`src/rtl/alu_issue_if.sv`:
```
// Instruction, ALU and writeback signal bundle for the alu_issue pipeline.
// slave: the issue unit itself; master: the surrounding core / ALU / consumer.
interface alu_issue_if;
   logic        in_valid;
   logic        in_ready;
   logic [3:0]  in_opcode;
   logic [3:0]  in_rs1;
   logic [3:0]  in_rs2;
   logic [3:0]  in_rd;
   logic        in_use_imm;
   logic [31:0] in_imm;

   logic [31:0] alu_a;
   logic [31:0] alu_b;
   logic [3:0]  alu_op;
   logic [31:0] alu_z;

   logic        wb_valid;
   logic        wb_ready;
   logic [3:0]  wb_rd;
   logic [31:0] wb_data;

   modport slave (
      input  in_valid, in_opcode, in_rs1, in_rs2, in_rd, in_use_imm, in_imm,
      output in_ready,
      output alu_a, alu_b, alu_op,
      input  alu_z,
      output wb_valid, wb_rd, wb_data,
      input  wb_ready
   );

   modport master (
      output in_valid, in_opcode, in_rs1, in_rs2, in_rd, in_use_imm, in_imm,
      input  in_ready,
      input  alu_a, alu_b, alu_op,
      output alu_z,
      input  wb_valid, wb_rd, wb_data,
      output wb_ready
   );
endinterface

```
`src/rtl/alu_issue.sv`:
```
// Two-stage (EX/WB) issue unit feeding an external combinational ALU, with
// operand forwarding from EX and WB and a scalar register file (r0 reads 0).
module alu_issue #(
   parameter int unsigned NREG = 16
) (
   input  logic       clk,
   input  logic       rst,
   alu_issue_if.slave bus
);

   typedef enum logic [3:0] {
      OP_ADD  = 4'd0,
      OP_SUB  = 4'd1,
      OP_SLT  = 4'd2,
      OP_SLTU = 4'd3,
      OP_AND  = 4'd4,
      OP_OR   = 4'd5,
      OP_XOR  = 4'd6,
      OP_SLL  = 4'd7,
      OP_SRL  = 4'd8,
      OP_SRA  = 4'd9,
      OP_MUL  = 4'd10
   } op_e;

   logic [31:0] rf_q [NREG];

   logic        ex_valid_q, ex_valid_d;
   logic [3:0]  ex_rd_q,    ex_rd_d;
   logic [31:0] alu_a_q,    alu_a_d;
   logic [31:0] alu_b_q,    alu_b_d;
   logic [3:0]  alu_op_q,   alu_op_d;

   logic        wb_valid_q, wb_valid_d;
   logic [3:0]  wb_rd_q,    wb_rd_d;
   logic [31:0] wb_data_q,  wb_data_d;

   logic        ex_adv;
   logic        in_ready;
   logic        accept;
   logic        wb_fire;
   logic        is_shift;
   logic [31:0] src1;
   logic [31:0] src2;
   logic [31:0] opnd2;

   // Youngest producer wins: EX result (live on alu_z) beats WB beats the file.
   function automatic logic [31:0] resolve(
      input logic [3:0]  idx,
      input logic        exv,
      input logic [3:0]  exrd,
      input logic [31:0] exz,
      input logic        wbv,
      input logic [3:0]  wbrd,
      input logic [31:0] wbd,
      input logic [31:0] rfv
   );
      if (idx == '0)
         return '0;
      else if (exv && (exrd == idx))
         return exz;
      else if (wbv && (wbrd == idx))
         return wbd;
      else
         return rfv;
   endfunction

   always_comb begin
      ex_adv   = ex_valid_q & (~wb_valid_q | bus.wb_ready);
      in_ready = ~ex_valid_q | ex_adv;
      accept   = bus.in_valid & in_ready;
      wb_fire  = wb_valid_q & bus.wb_ready;
      is_shift = (bus.in_opcode == OP_SLL) || (bus.in_opcode == OP_SRL) ||
                 (bus.in_opcode == OP_SRA);

      src1  = resolve(bus.in_rs1, ex_valid_q, ex_rd_q, bus.alu_z,
                      wb_valid_q, wb_rd_q, wb_data_q, rf_q[bus.in_rs1]);
      src2  = resolve(bus.in_rs2, ex_valid_q, ex_rd_q, bus.alu_z,
                      wb_valid_q, wb_rd_q, wb_data_q, rf_q[bus.in_rs2]);
      opnd2 = bus.in_use_imm ? bus.in_imm : src2;
   end

   always_comb begin
      ex_valid_d = ex_valid_q;
      ex_rd_d    = ex_rd_q;
      alu_a_d    = alu_a_q;
      alu_b_d    = alu_b_q;
      alu_op_d   = alu_op_q;
      wb_valid_d = wb_valid_q;
      wb_rd_d    = wb_rd_q;
      wb_data_d  = wb_data_q;

      // Shifts present the shift amount on a and the shifted value on b.
      if (accept) begin
         ex_valid_d = 1'b1;
         ex_rd_d    = bus.in_rd;
         alu_op_d   = bus.in_opcode;
         alu_a_d    = is_shift ? opnd2 : src1;
         alu_b_d    = is_shift ? src1  : opnd2;
      end else if (ex_adv) begin
         ex_valid_d = 1'b0;
      end

      if (ex_adv) begin
         wb_valid_d = 1'b1;
         wb_rd_d    = ex_rd_q;
         wb_data_d  = bus.alu_z;
      end else if (wb_fire) begin
         wb_valid_d = 1'b0;
      end
   end

   always_ff @(posedge clk) begin
      if (rst) begin
         ex_valid_q <= 1'b0;
         ex_rd_q    <= '0;
         alu_a_q    <= '0;
         alu_b_q    <= '0;
         alu_op_q   <= '0;
         wb_valid_q <= 1'b0;
         wb_rd_q    <= '0;
         wb_data_q  <= '0;
      end else begin
         ex_valid_q <= ex_valid_d;
         ex_rd_q    <= ex_rd_d;
         alu_a_q    <= alu_a_d;
         alu_b_q    <= alu_b_d;
         alu_op_q   <= alu_op_d;
         wb_valid_q <= wb_valid_d;
         wb_rd_q    <= wb_rd_d;
         wb_data_q  <= wb_data_d;
      end
   end

   always_ff @(posedge clk) begin
      if (rst) begin
         for (int unsigned i = 0; i < NREG; i++)
            rf_q[i] <= '0;
      end else if (wb_fire && (wb_rd_q != '0)) begin
         rf_q[wb_rd_q] <= wb_data_q;
      end
   end

   assign bus.in_ready = in_ready;
   assign bus.alu_a    = alu_a_q;
   assign bus.alu_b    = alu_b_q;
   assign bus.alu_op   = alu_op_q;
   assign bus.wb_valid = wb_valid_q;
   assign bus.wb_rd    = wb_rd_q;
   assign bus.wb_data  = wb_data_q;

endmodule
```
`src/flat_wrapper.sv`:
```
// flat-port wrapper written by rule: the top's interface ports become plain ports
module alu_issue_flat 
#(
   parameter int unsigned NREG = 16
)
  (clk, rst, bus_in_valid, bus_in_opcode, bus_in_rs1, bus_in_rs2, bus_in_rd, bus_in_use_imm, bus_in_imm, bus_in_ready, bus_alu_a, bus_alu_b, bus_alu_op, bus_alu_z, bus_wb_valid, bus_wb_rd, bus_wb_data, bus_wb_ready);
  alu_issue_if bus_i ();
  input  logic clk;
  input  logic rst;
  input wire logic [$bits(bus_i.in_valid)-1:0] bus_in_valid;
  input wire logic [$bits(bus_i.in_opcode)-1:0] bus_in_opcode;
  input wire logic [$bits(bus_i.in_rs1)-1:0] bus_in_rs1;
  input wire logic [$bits(bus_i.in_rs2)-1:0] bus_in_rs2;
  input wire logic [$bits(bus_i.in_rd)-1:0] bus_in_rd;
  input wire logic [$bits(bus_i.in_use_imm)-1:0] bus_in_use_imm;
  input wire logic [$bits(bus_i.in_imm)-1:0] bus_in_imm;
  output wire logic [$bits(bus_i.in_ready)-1:0] bus_in_ready;
  output wire logic [$bits(bus_i.alu_a)-1:0] bus_alu_a;
  output wire logic [$bits(bus_i.alu_b)-1:0] bus_alu_b;
  output wire logic [$bits(bus_i.alu_op)-1:0] bus_alu_op;
  input wire logic [$bits(bus_i.alu_z)-1:0] bus_alu_z;
  output wire logic [$bits(bus_i.wb_valid)-1:0] bus_wb_valid;
  output wire logic [$bits(bus_i.wb_rd)-1:0] bus_wb_rd;
  output wire logic [$bits(bus_i.wb_data)-1:0] bus_wb_data;
  input wire logic [$bits(bus_i.wb_ready)-1:0] bus_wb_ready;
  assign bus_i.in_valid = bus_in_valid;
  assign bus_i.in_opcode = bus_in_opcode;
  assign bus_i.in_rs1 = bus_in_rs1;
  assign bus_i.in_rs2 = bus_in_rs2;
  assign bus_i.in_rd = bus_in_rd;
  assign bus_i.in_use_imm = bus_in_use_imm;
  assign bus_i.in_imm = bus_in_imm;
  assign bus_in_ready = bus_i.in_ready;
  assign bus_alu_a = bus_i.alu_a;
  assign bus_alu_b = bus_i.alu_b;
  assign bus_alu_op = bus_i.alu_op;
  assign bus_i.alu_z = bus_alu_z;
  assign bus_wb_valid = bus_i.wb_valid;
  assign bus_wb_rd = bus_i.wb_rd;
  assign bus_wb_data = bus_i.wb_data;
  assign bus_i.wb_ready = bus_wb_ready;
  alu_issue #(.NREG(NREG)) u_core (.clk(clk), .rst(rst), .bus(bus_i));
endmodule
```
`config.mk`:
```
export PLATFORM = sky130hd
export DESIGN_NAME = alu_issue_flat
export DESIGN_NICKNAME = d
export VERILOG_FILES = /design/src/rtl/alu_issue_if.sv /design/src/rtl/alu_issue.sv /design/src/flat_wrapper.sv
export SDC_FILE = /design/constraint.sdc
export NUM_CORES = 1
export LEC_CHECK = 0
export ABC_CLOCK_PERIOD_IN_PS = 4000
export CAP_MARGIN = 0
export CORE_MARGIN = 2
export CORE_UTILIZATION = 58
export DETAILED_ROUTE_END_ITERATION = 8
export DONT_BUFFER_PORTS = 1
export GPL_TIMING_DRIVEN = 0
export PLACE_DENSITY = 0.76
export SLEW_MARGIN = 5
export SYNTH_ARGS = -nofsm -noshare
export SYNTH_HDL_FRONTEND = slang
export SYNTH_SLANG_ARGS = --single-unit
```
`constraint.sdc`:
```
create_clock -name clk -period 4 [get_ports clk]
set_input_delay 0.2 -clock clk [delete_from_list [all_inputs] [get_ports clk]]
set_output_delay 0.2 -clock clk [all_outputs]
set_load 0.005 [all_outputs]
```
# Word level (Yosys, flattened, before mapping)
# Memory sizes are Yosys's and may differ from the RTL's.
# Cells that the tools add are included.
# totals
reg_bits,110
ram_bits,512
input_bits,85
out_inout_bits,106
mem_count,1
# memory_table
name,depth,width,read_ports,rd_ports_with_merged_regs,write_ports,line_no,rtl
u_core.rf_q,16,32,2,0,16,alu_issue.sv:25,logic [31:0] rf_q [NREG];
# op_classes
n_eq_ne,7
n_mux,21
n_bitwise,7
n_reduce_logical,13
# ops
op,n
$mux 32,10
$reduce_or 32->1,1
$eq 4x4->1,4
$mux 1,10
$eq 4x4->1 const B,2
$logic_not 4->1,2
$logic_and 1x1->1,5
$eq 4x3->1 const B,1
$mux 4,1
$reduce_bool 2->1,2
$reduce_bool 4->1,1
$and 1x1->1,3
$logic_or 1x1->1,2
$not 1->1,2
$or 1x1->1,2

# Depth between registers and ports, before layout
# logic_depth
depth_word,7
mapped_depth,10

# Worst setup path before layout
# No wires, ideal clock.
# synth_timing
path_type,input-to-reg
from,in rst
to,"mem u_core.rf_q[1][0], enable pin"
setup_ns,0.466
arrival_time_ns,3.538
required_time_ns,3.534
path_slack_ns,-0.004
path_stages,7
path_buffers,3
path_cell_list,clkbuf_1 inv_1 nand3_1 or3_1 clkbuf_1 clkbuf_1 o21ai_0
# synth_lines
element,line_no,rtl
"start, declared",flat_wrapper.sv:9,input logic rst;
"end, declared",alu_issue.sv:25,

# Worst setup path in the final report
# layout_timing
from,reg u_core.ex_rd_q[1]
to,reg u_core.alu_b_q[18] (netlist: u_core.bus.alu_b[18])
# layout_between
elab_chain_len,6
word_cells_on_any_way,10
cone_classes,2 x eq/ne; 6 x mux; 2 x reduce/logical
# layout_rtl
element,line_no,rtl
"start, declared",alu_issue.sv:28,"logic [3:0] ex_rd_q, ex_rd_d;"
"start signal, assigned",alu_issue.sv:124,ex_rd_q <= ex_rd_d;
$eq 4x4->1,alu_issue.sv:59,else if (exv && (exrd == idx))
$logic_and 1x1->1,alu_issue.sv:59,
$mux 32,alu_issue.sv:59,
$mux 32,alu_issue.sv:57,if (idx == '0)
$mux 32,alu_issue.sv:79,opnd2 = bus.in_use_imm ? bus.in_imm : src2;
$mux 32 *,alu_issue.sv:98,alu_b_d = is_shift ? src1 : opnd2;
"end signal, assigned",alu_issue.sv:126,alu_b_q <= alu_b_d;
"end, declared",alu_issue.sv:30,"logic [31:0] alu_b_q, alu_b_d;"
# Every way passes the cells marked *; elsewhere a longest branch is shown, timed or not.
# A chain may end at the register's enable or synchronous reset.

==> summary.txt <==
vias per cell -> 7.854
Setup violations, final -> 0
crit path DAT -> 4040 ps
Antenna Nets Post-Route -> 0
Reg2Reg Capture Point -> u_core.bus.alu_b[18]
register area share after synthesis -> 51.84%
io pins -> 191
layout cells sized above 1 -> 18.05%
Die Y -> 245.8 microns
final WL -> 141,400 microns
Final period util -> 88.18%
Synth Cell Area -> 0.03391 sq mm
Hold Slack -> 2.317 ps
DRC -> 0
Post-Layout Cell Count -> 3,776
HP Start -> bus_alu_z[8]
Slew HR -> 8.961%
Hold Path Stages -> 4
Placer Congestion -> 1.017
Avg Cell Area, Syn -> 12.25 sq um
Setup WS post-layout -> 472.9 ps
synthesized instance count -> 2,767
worst-case reg-to-reg path depth -> 9
WS Path Type -> flip-flop to flip-flop
Reg2Reg Setup Slack -> 470 ps
number of synthesized flops with an enable pin -> 512
Final Max Tran Viols -> 0
Hold Path Sink -> u_core.bus.alu_b[8]
# H-tree levels -> 3
pin count of the biggest net entering global routing -> 21
pwr dens -> 407.4 mW/mm^2
most common cell in the netlist -> edfxtp_1
Setup WS pre-CTS -> 472.0 ps
endpoint class of the critical path -> flip-flop
clk sinks -> 622
Syn. warnings -> 0
Max-Cap Viols -> 0
hpwl dp -> 100,900 microns
Chip Width -> 245.8 microns
Yosys top cell area share -> 45.35%
post-layout min period -> 3527 ps
Most used DFF post-synth -> edfxtp_1
Die ar. -> 0.06041 sq mm
number of library cell types mapped by synthesis -> 58
FMAX -> 283.5 MHz
CTS max path bufs -> 3
cts bufs inserted -> 66
final setup skew -> 20.84 ps
all-layer global routing usage -> 46.64%
Tot Pwr -> 15.65 mW
Skew-Pair Late Insertion Delay -> 650 ps
fin util -> 66.57%
Critical R2R Launch -> u_core.ex_rd_q[1]
clock-pin slew on the worst setup and hold paths -> 60 ps
RSZ-0062 raised after global routing -> no
DR iter-0 viols -> 6,207
actual transition at the worst max-transition pin -> 1366 ps
most frequent cells after synthesis -> edfxtp_1, nor3_1, clkbuf_1
Worst Path Max Fanout -> 10
placed cell count -> 3,586
top cells by area, synth -> edfxtp_1, mux4_2, dfxtp_1
row count -> 88
FFs w/ async S/R, synth -> 0%
nets@finish -> 3,047
Syn-to-layout area delta -> 13.29%
startpoint types -> flip-flop
wire per inst -> 37.45 microns
total gr overflow -> 0
HP Class -> primary input to flip-flop
Fin. Hold Viols -> 0
first-pass GRT wire length -> 200,500 microns
first-pass iteration count of the detailed router -> 7
post-synthesis register bit count -> 622
vias in the first global route -> 29,388
initial antenna violation count -> 3
WP data required -> 4510 ps
Worst IR Drop VDD -> 0.3203 mV
root buf cell -> clkbuf_16
fill count -> 4,278
port buffer count -> 0
CTS tree -> built
Core ar. -> 0.05770 sq mm
leak pwr -> 12.05 nW
via count -> 29,656
Yosys top cell by area -> edfxtp_1
Starting Density -> 58.77%
status -> finished clean
==> state kept, by name (all words and copies together) (netlist names) <==
| signal | flops |
|---|---|
| u_core.bus.alu_a | 32 |
| u_core.bus.wb_valid | 1 |
| u_core.rf_q | 512 |
| u_core.bus.alu_b | 32 |
| u_core.ex_valid_q | 1 |
| u_core.bus.wb_rd | 4 |
| u_core.bus.wb_data | 32 |
| u_core.bus.alu_op | 4 |
| u_core.ex_rd_q | 4 |
==> metrics by stage <==
step / cell area [sq um] / setup TNS (ps)
after floorplan: 34020 / -365.2
after global placement: 34980 / -1484220
after detailed placement: 35650 / 0
after CTS: 38410 / 0
after global routing: 38410 / 0
final: 38410 / 0
==> where the power goes <==
part / switching, mW / total [mW] / leakage, nW / internal [mW]
registers: 0.228 / 7.49 / 6.17 / 7.26
clock network: 2.75 / 6.06 / 0.998 / 3.31
logic: 1.34 / 2.10 / 4.88 / 0.762
total: 4.31 / 15.6 / 12.0 / 11.3
==> final cells by class <==
cell class                 instances  area, sq um  area share, %
sequential                       622        17580          45.76
multi-input combinational       1789        14870          38.71
clock buffer                      89         1841          4.792
buffer                           351         1618          4.212
timing repair buffer              96         1220          3.176
tap                              765        957.2          2.492
clock inverter                    26        188.9         0.4919
inverter                          36        135.1         0.3518
antenna                            2        5.005        0.01303
==> per-layer routing <==
| layer | GRT usage (%) | share of wire (%) | vias to the layer above |
|---|---|---|---|
| met2 | 70.27 | 44 | 3318 |
| met3 | 21.95 | 18 | 758 |
| met5 | 0 | 0.0071 | - |
| li1 | - | - | 11329 |
| met4 | 24.42 | 6.5 | 2 |
| met1 | 55.84 | 31 | 14249 |
==> layout by cell type (no fill, tap or decap), drive strengths merged, types with 5 or more instances in the layout <==
master / count
conb: 32
buf: 119
nand2b: 5
a21o: 32
mux2i: 93
a41oi: 30
inv: 40
a221oi: 30
nand3: 37
nand2: 162
a211oi: 30
or2: 36
dfxtp: 110
and2: 6
edfxtp: 512
o31ai: 33
xnor2: 12
nor2: 40
a21oi: 82
mux2: 32
nor3: 391
a22oi: 31
o21ai: 226
o22a: 30
clkinv: 19
a32oi: 31
clkbuf: 344
a31oi: 31
nor4: 98
dlygate4sd3: 73
mux4: 226
==> critical path, stage by stage, from the launching register on <==
cell,delay (ps)
dfxtp_1,460
xor2_1,120
nor3_2,540
a2bb2o_4,210
clkbuf_1,440
buf_1,530
a211oi_2,160
o21ai_1,190
a41oi_1,130
dlygate4sd3_1,620
==> worst max path at each step <==
stage	to	slack, ps	startpoint
after floorplan	u_core.rf_q[1][0]	-4	rst
after global placement	u_core.rf_q[1][22]	-3650	rst
after detailed placement	u_core.rf_q[7][21]	470	rst
after CTS	u_core.bus.alu_b[18]	690	u_core.ex_rd_q[1]
after global routing	u_core.bus.alu_b[18]	440	u_core.ex_rd_q[1]
final	u_core.bus.alu_b[18]	470	u_core.ex_rd_q[1]
==> kinds of logic (layout without fill, tap and decap cells) <==
group,count (synthesis),after routing,synth area share (%)
simple gates,790,790,11.54
buf+inv,387,598,5.166
compound gates,600,600,12.20
xor+xnor,16,16,0.4133
other cells,1,34,0.01106
mux,351,351,18.82
flops,622,622,51.84
==> timing repair <==
item / 4_1_cts / 5_1_grt
buffers inserted: 0 / 0
hold endpoints to repair: 106 / 0
hold buffers: 73 / 0
resized for setup: 0 / 0
setup endpoints to repair: 0 / 0
Power figures use the tool's default switching activity.
